**config.mk**
```make
export PLATFORM = sky130hd
export DESIGN_NAME = um_loader_flat
export DESIGN_NICKNAME = d
export VERILOG_FILES = /design/src/rtl/um_loader_pkg.sv /design/src/rtl/um_loader_if.sv /design/src/rtl/um_loader.sv /design/src/flat_wrapper.sv
export SDC_FILE = /design/constraint.sdc
export NUM_CORES = 1
export LEC_CHECK = 0
export CORE_UTILIZATION = 46
export CTS_CLUSTER_SIZE = 25
export DETAILED_ROUTE_END_ITERATION = 16
export PLACE_DENSITY = 0.86
export SLEW_MARGIN = 20
export SYNTH_ARGS = -nofsm -noshare
export SYNTH_HDL_FRONTEND = slang
export SYNTH_SLANG_ARGS = --single-unit
```
**constraint.sdc**
```tcl
create_clock -name clk_mn -period 1.8 [get_ports clk_mn]
set_input_delay 0.45 -clock clk_mn [delete_from_list [all_inputs] [get_ports clk_mn]]
set_output_delay 0.45 -clock clk_mn [all_outputs]
set_load 0.01 [all_outputs]
```
**src/rtl/um_loader_pkg.sv**
```systemverilog
// Shared widths, pad value and loader state encoding for the unsorted-memory loader.
package um_loader_pkg;

  localparam int DATA_WIDTH       = 8;
  localparam int ELEMENT_NUM      = 16;
  localparam int LOG2_ELEMENT_NUM = 4;
  localparam int CNT_W            = LOG2_ELEMENT_NUM + 1;

  localparam logic [DATA_WIDTH-1:0]       PAD_VALUE = '1;
  localparam logic [LOG2_ELEMENT_NUM-1:0] LAST_ADDR = LOG2_ELEMENT_NUM'(ELEMENT_NUM - 1);

  typedef enum logic [1:0] {
    ST_LOAD  = 2'd0,
    ST_PAD   = 2'd1,
    ST_START = 2'd2,
    ST_WAIT  = 2'd3
  } state_e;

endpackage

```
**src/rtl/um_loader_if.sv**
```systemverilog
// Element stream in, unsorted-memory write port and sorter handshake out.
interface um_loader_if;
  import um_loader_pkg::*;

  logic                        s_valid;
  logic                        s_ready;
  logic [DATA_WIDTH-1:0]       s_data;
  logic                        s_last;
  logic                        um_wr_en;
  logic [LOG2_ELEMENT_NUM-1:0] um_addr;
  logic [DATA_WIDTH-1:0]       um_wr_data;
  logic                        sort_start;
  logic                        sort_done;
  logic [CNT_W-1:0]            elem_cnt;
  logic                        busy;

  modport slave (
    input  s_valid, s_data, s_last, sort_done,
    output s_ready, um_wr_en, um_addr, um_wr_data, sort_start, elem_cnt, busy
  );

  modport master (
    output s_valid, s_data, s_last, sort_done,
    input  s_ready, um_wr_en, um_addr, um_wr_data, sort_start, elem_cnt, busy
  );

endinterface

```
**src/rtl/um_loader.sv**
```systemverilog
// Loads one batch into unsorted memory, pads short batches, kicks the sorter, waits for done.
// One cycle accept-to-write latency; s_ready drops outside LOAD until sort_done returns.
module um_loader
  import um_loader_pkg::*;
(
  input  logic        clk_mn,
  input  logic        rst,
  um_loader_if.slave  lif
);

  state_e                      state_q, state_d;
  logic [LOG2_ELEMENT_NUM-1:0] wr_ptr_q, wr_ptr_d;
  logic [CNT_W-1:0]            cnt_q, cnt_d;
  logic                        wr_en_q, wr_en_d;
  logic [LOG2_ELEMENT_NUM-1:0] addr_q, addr_d;
  logic [DATA_WIDTH-1:0]       wdata_q, wdata_d;
  logic                        start_q, start_d;
  logic                        accept;

  assign lif.s_ready = (state_q == ST_LOAD) & ~rst;
  assign accept      = lif.s_valid & lif.s_ready;

  always_comb begin
    state_d  = state_q;
    wr_ptr_d = wr_ptr_q;
    cnt_d    = cnt_q;
    wr_en_d  = 1'b0;
    addr_d   = addr_q;
    wdata_d  = wdata_q;
    start_d  = 1'b0;
    case (state_q)
      ST_LOAD: begin
        if (accept) begin
          wr_en_d = 1'b1;
          addr_d  = wr_ptr_q;
          wdata_d = lif.s_data;
          // wr_ptr is zero only on the first beat of a batch
          cnt_d   = (wr_ptr_q == '0) ? CNT_W'(1) : cnt_q + CNT_W'(1);
          if (wr_ptr_q == LAST_ADDR) begin
            state_d = ST_START;
          end else begin
            wr_ptr_d = wr_ptr_q + 1'b1;
            if (lif.s_last) state_d = ST_PAD;
          end
        end
      end
      ST_PAD: begin
        wr_en_d = 1'b1;
        addr_d  = wr_ptr_q;
        wdata_d = PAD_VALUE;
        if (wr_ptr_q == LAST_ADDR) state_d = ST_START;
        else                       wr_ptr_d = wr_ptr_q + 1'b1;
      end
      ST_START: begin
        start_d = 1'b1;
        state_d = ST_WAIT;
      end
      ST_WAIT: begin
        if (lif.sort_done) begin
          state_d  = ST_LOAD;
          wr_ptr_d = '0;
        end
      end
      default: state_d = ST_LOAD;
    endcase
  end

  always_ff @(posedge clk_mn) begin
    if (rst) begin
      state_q  <= ST_LOAD;
      wr_ptr_q <= '0;
      cnt_q    <= '0;
      wr_en_q  <= 1'b0;
      addr_q   <= '0;
      wdata_q  <= '0;
      start_q  <= 1'b0;
    end else begin
      state_q  <= state_d;
      wr_ptr_q <= wr_ptr_d;
      cnt_q    <= cnt_d;
      wr_en_q  <= wr_en_d;
      addr_q   <= addr_d;
      wdata_q  <= wdata_d;
      start_q  <= start_d;
    end
  end

  assign lif.um_wr_en   = wr_en_q;
  assign lif.um_addr    = addr_q;
  assign lif.um_wr_data = wdata_q;
  assign lif.sort_start = start_q;
  assign lif.elem_cnt   = cnt_q;
  assign lif.busy       = (state_q != ST_LOAD);

endmodule

```
**src/flat_wrapper.sv**
```systemverilog
// flat-port wrapper written by rule: the top's interface ports become plain ports
module um_loader_flat import um_loader_pkg::*;
  (clk_mn, rst, lif_s_valid, lif_s_data, lif_s_last, lif_sort_done, lif_s_ready, lif_um_wr_en, lif_um_addr, lif_um_wr_data, lif_sort_start, lif_elem_cnt, lif_busy);
  um_loader_if lif_i ();
  input  logic clk_mn;
  input  logic rst;
  input wire logic [$bits(lif_i.s_valid)-1:0] lif_s_valid;
  input wire logic [$bits(lif_i.s_data)-1:0] lif_s_data;
  input wire logic [$bits(lif_i.s_last)-1:0] lif_s_last;
  input wire logic [$bits(lif_i.sort_done)-1:0] lif_sort_done;
  output wire logic [$bits(lif_i.s_ready)-1:0] lif_s_ready;
  output wire logic [$bits(lif_i.um_wr_en)-1:0] lif_um_wr_en;
  output wire logic [$bits(lif_i.um_addr)-1:0] lif_um_addr;
  output wire logic [$bits(lif_i.um_wr_data)-1:0] lif_um_wr_data;
  output wire logic [$bits(lif_i.sort_start)-1:0] lif_sort_start;
  output wire logic [$bits(lif_i.elem_cnt)-1:0] lif_elem_cnt;
  output wire logic [$bits(lif_i.busy)-1:0] lif_busy;
  assign lif_i.s_valid = lif_s_valid;
  assign lif_i.s_data = lif_s_data;
  assign lif_i.s_last = lif_s_last;
  assign lif_i.sort_done = lif_sort_done;
  assign lif_s_ready = lif_i.s_ready;
  assign lif_um_wr_en = lif_i.um_wr_en;
  assign lif_um_addr = lif_i.um_addr;
  assign lif_um_wr_data = lif_i.um_wr_data;
  assign lif_sort_start = lif_i.sort_start;
  assign lif_elem_cnt = lif_i.elem_cnt;
  assign lif_busy = lif_i.busy;
  um_loader u_core (.clk_mn(clk_mn), .rst(rst), .lif(lif_i));
endmodule
```
* Word-level counts from Yosys, hierarchy flattened
Index checks and enable logic that the tools add are counted.
** Word-level totals
- Bits in registers :: 25
- Latch bits :: 0
- RAM bits :: 0
- ROM bits :: 0
- Input bits :: 13
- Output and inout bits :: 21
- Memories :: 0
** Cells by class
- Add/subtract/negate cells :: 2
- $mul :: 0
- Divide/modulo/power cells :: 0
- Order comparisons :: 0
- Equal/unequal tests :: 8
- Shifts and indexed selects :: 0
- Muxes and demuxes :: 18
- Bitwise operators :: 3
- Reduce and logical (&&, ||, !) cells :: 9
** Operators by type and width (count)
- $mux W4 :: 4
- $pmux W8 S2 :: 1
- $pmux W4 S3 :: 1
- $mux W2 :: 5
- $mux W8 :: 1
- $pmux W2 S4 :: 1
- $pmux W4 S2 :: 1
- $add A5 B1 Y5 const B :: 1
- $mux W5 :: 1
- $add A4 B1 Y4 const B :: 1
- $eq A2 B2 Y1 const B :: 2
- $eq A4 B4 Y1 const B :: 1
- $logic_not A4 Y1 :: 1
- $ne A2 B1 Y1 const B :: 2
- $reduce_and A2 Y1 :: 2
- $reduce_and A4 Y1 :: 1
- $reduce_bool A2 Y1 :: 2
- $ne A3 B3 Y1 const B :: 1
- $reduce_and A3 Y1 :: 1
- $reduce_bool A3 Y1 :: 1
- $and A1 B1 Y1 :: 2
- $eq A2 B1 Y1 const B :: 1
- $logic_not A2 Y1 :: 1
- $mux W1 :: 2
- other kinds (3) :: 3

* Logic depth before layout (Yosys ltp)
Gate-level depths: netlist of the first run.
- Word-level depth :: 5
- Mapped depth :: 7

* Worst setup path after synthesis of the first run
Ideal clock, no wire load.
- Path kind :: reg2reg
- Start point :: reg u_core.state_q[0]
- End point :: reg u_core.wr_ptr_q[1]
- Setup time :: 0.071 ns
- Arrival :: 1.644 ns
- Data required time :: 1.729 ns
- Path slack :: 0.085 ns
- Cell stages (with the launch flop) :: 8
- Path buffers :: 1
- Path through :: dfxtp_1 -> inv_1 -> ha_1 -> inv_1 -> o22ai_2 -> buf_6 -> or4b_1 -> a21oi_1
** Between the ends
- Cells in the longest elaborated chain, start to end :: 5
** Ends and longest elaborated chain
- start, declared :: line um_loader.sv:11 : state_e state_q, state_d;
- start signal, assigned :: line um_loader.sv:78 : state_q <= state_d;
- $logic_not A2 Y1 :: line um_loader.sv:20, um_loader.sv:31
- $and A1 B1 Y1 :: line um_loader.sv:20 : assign lif.s_ready = (state_q == ST_LOAD) & ~rst;
- $and A1 B1 Y1 :: line um_loader.sv:21 : assign accept = lif.s_valid & lif.s_ready;
- $ne A2 B1 Y1 (no source line)
- $reduce_and A3 Y1 (no source line)
- end signal, assigned :: line um_loader.sv:79 : wr_ptr_q <= wr_ptr_d;
- end, declared :: line um_loader.sv:12 : logic [LOG2_ELEMENT_NUM-1:0] wr_ptr_q, wr_ptr_d;
Parallel ways exist; a longest one is shown, timed or not.
A chain may end at the register's enable or synchronous reset.

* Worst setup path after layout of the first run
- Start point :: reg u_core.cnt_q[1], in the netlist u_core.lif.elem_cnt[1]
- End point :: out lif_elem_cnt[1]
** RTL lines
- start, declared :: line um_loader.sv:13 : logic [CNT_W-1:0] cnt_q, cnt_d;
- start signal, assigned :: line um_loader.sv:80 : cnt_q <= cnt_d;
- end, declared :: line flat_wrapper.sv:16 : output wire logic [$bits(lif_i.elem_cnt)-1:0] lif_elem_cnt;
No word-level cell between the ends.

==> results of run 1 <==
-- state kept, by name (all words and copies together) (netlist names) --
register and flops:
u_core.state_q 2, u_core.lif.sort_start 1, u_core.lif.um_addr 4, u_core.lif.elem_cnt 5, u_core.wr_ptr_q 4, u_core.lif.um_wr_en 1
u_core.lif.um_wr_data 8
-- final timing paths --
check,start,to,slack [ns],depth (start not counted)
setup / recovery,u_core.lif.elem_cnt[1],lif_elem_cnt[1],0.09,1
setup reg to reg,u_core.state_q[0],u_core.wr_ptr_q[3],0.13,6
hold reg to reg,u_core.lif.elem_cnt[0],u_core.lif.elem_cnt[0],0.49,1
hold / removal,u_core.lif.elem_cnt[0],u_core.lif.elem_cnt[0],0.49,1
-- logic make-up after synthesis --
group / share of synthesized area [%]
buffers and inverters: 7.072
muxes: 4.353
adders and majority gates: 8.705
and+or+nand+nor: 17.52
DFF: 43.53
AOI/OAI and AO/OA: 16.54
xor gates and xnor gates: 2.286
-- final cells by class --
type	count	area (um2)	share of cell area, %
Tap cell	28	35.03	2.136
Inverter	11	41.29	2.517
Multi-Input combinational cell	87	606.8	36.99
Sequential cell	25	503.0	30.66
Clock buffer	4	26.28	1.602
Timing Repair Buffer	47	427.9	26.09
-- per-layer routing --
layer  part of all wire [%]  wire length [um]  global-route usage, %
met3                    4.8               127                  2.632
met5                      0                 0                      0
met4                    1.1                29                  5.405
met1                     41              1072                  23.02
met2                     53              1394                  40.38
-- per-stage QoR --
| step | setup TNS, ns | hold slack, ns |
|---|---|---|
| after floorplan | 0 | 0.4953 |
| after CTS | -0.02881 | 0.5097 |
| final | 0 | 0.4895 |
| after global routing | -0.003160 | 0.5058 |
| after global placement | -1.867 | 0.4751 |
| after detailed placement | -2.335 | 0.4863 |
-- power groups by stage --
stage	clock network (mW)	logic, mW	registers (mW)
finish	0.242	1.18	0.778
global route	0.273	1.31	0.794
CTS	0.246	1.14	0.773
detailed placement	0	1.15	0.788
global placement	0	1.11	0.778
floorplan	0	0.593	0.821
-- synth_stat cells, drive strengths merged --
cell type  count  area, um2
and2           1      6.260
a21boi         1      7.510
ha             8      100.1
buf            3      27.52
dfxtp         25      500.5
or4b           1      10.01
xnor2          3      26.28
o311ai         2      17.52
o21ai          8      40.04
nand4          1      6.260
inv           11      41.29
o21a           1      7.510
nand2b         1      6.260
or4            1      7.510
nor4           1      6.260
nor3           4      20.02
a21oi          5      25.02
clkbuf         3      12.51
nand3          4      20.02
nand2          5      18.77
o22ai          9      62.56
mux2i          5      50.05
a31oi          2      12.51
nor2          18      67.56
or3            2      12.51
o41ai          2      17.52
nor2b          2      20.02
-- what timing repair did --
item,CTS,global route
hold buffers,0,0
resized for setup,5,16
endpoints found under the setup margin,2,6
cloned,0,0
==> run metrics, run 1 <==
fin crit period=1.713 ns; status=complete, no violations; Slew Viols, Final=0; row cnt=17; via-per-instance ratio=5.371; crit-path max FO=4; Worst Path Buf+Inv=1; commonest cells after routing, fill and taps aside=30 x clkdlybuf4s50_1, 23 x dfxtp_1, 17 x nor2_1; Detailed Place HPWL=1.987 mm; PwrDens=1340 nW/um2; P&R area growth vs syn=42.65%; Ys Warns=0; Switching Fraction=37.56%; gr usage total=20.74%; CTS root buf=clkbuf_4; CTS HTree Levels=1; sequential share of power=35.4%; number of remaining DRC errors=0; DRT antenna net count=0; share of layout cells above drive strength 1=18.39%; global-route wire length before repair=4.236 mm; Starting Density=50.52%; net load switching power=825.2 uW; worst-margin pin slew=between 0.3 and 0.4 ns; Final nets=196; setup ws final=0.08660 ns; Non-Filler Instances=202; ant diodes=0; pre-CTS setup slack=-0.2788 ns; IO Port Bufs=33; final core utilization=72.07%; Internal=1.372 mW; CP Cell Sequence=clkdlybuf4s50_1; post-synthesis sequential area ratio=43.53%; total power=2.197 mW; final setup skew=0.01175 ns; clock-pin slew on the worst setup and hold paths=0.13 ns; CTS tree=built; Critical Path Max Stage Delay=0.55 ns; drt initial violations=7; fmax=583.6 MHz; Tcrit/Tclk final=95.19%; CP Class=reg -> out; routed vias=between 1000 and 1500; Worst path top cell family by delay=buffers and inverters; CP Capture Type=output port; Cell variety after synth=31; syn nets=150; postcts setup bufs=0; Max IR drop VDD=0.8084 mV; vias in the first global route=between 1000 and 1500; MaxCap Viol Count=0; Startpoint Class=flip-flop; Sink Count=25; Pre-Repair DR Iteration Count=4; Seq cells post-synth=25; Routed WL per cell=12.99 um; FILL cells=164; Post-DP Area=1580 um2; Logic pwr share=53.6%; IO Count=34; post-route cell area=1640 um2; cell count after placement=198; Die Y=52.00 um; Cells after Synth=129; final hold viol count=0; Clock power frac=11.0%; Die ar.=2703 um2; Arr. time, crit path=approximately 1.3 ns; mapped cell area=roughly 1100 um2; worst hold path type=reg -> reg; Leakage=0.6559 nW; area of the core=2276 um2; clock buffer depth=2; Syn Area/Cell=8.914 um2; RePlAce Congestion=between 0.8 and 0.9; initial antenna violation count=0; Final Routed Wirelength=2.624 mm; final setup violating endpoints=0; Num CTS Buffers=3; CP max stage cell=clkdlybuf4s50_1; gr ovfl total=0; Worst-Skew Late Latency=roughly 0.31 ns; slew margin rel.=74.56%; die width=52.00 um; largest net degree at the start of global routing=23; critical path required time=1.35 ns; most common cell after layout, fill and taps aside=clkdlybuf4s50_1
(Power assumes the default switching activity.)
==> inputs of run 2 (changes only) <==
- SLEW_MARGIN: 20 -> 5
==> results of run 2 <==
Final layout, timing and power as in run 1 (identical DEF).
==> inputs of run 3 (changes only) <==
- CTS_CLUSTER_DIAMETER: not set -> 80
==> results of run 3 <==
Final layout, timing and power as in run 1 (identical DEF).
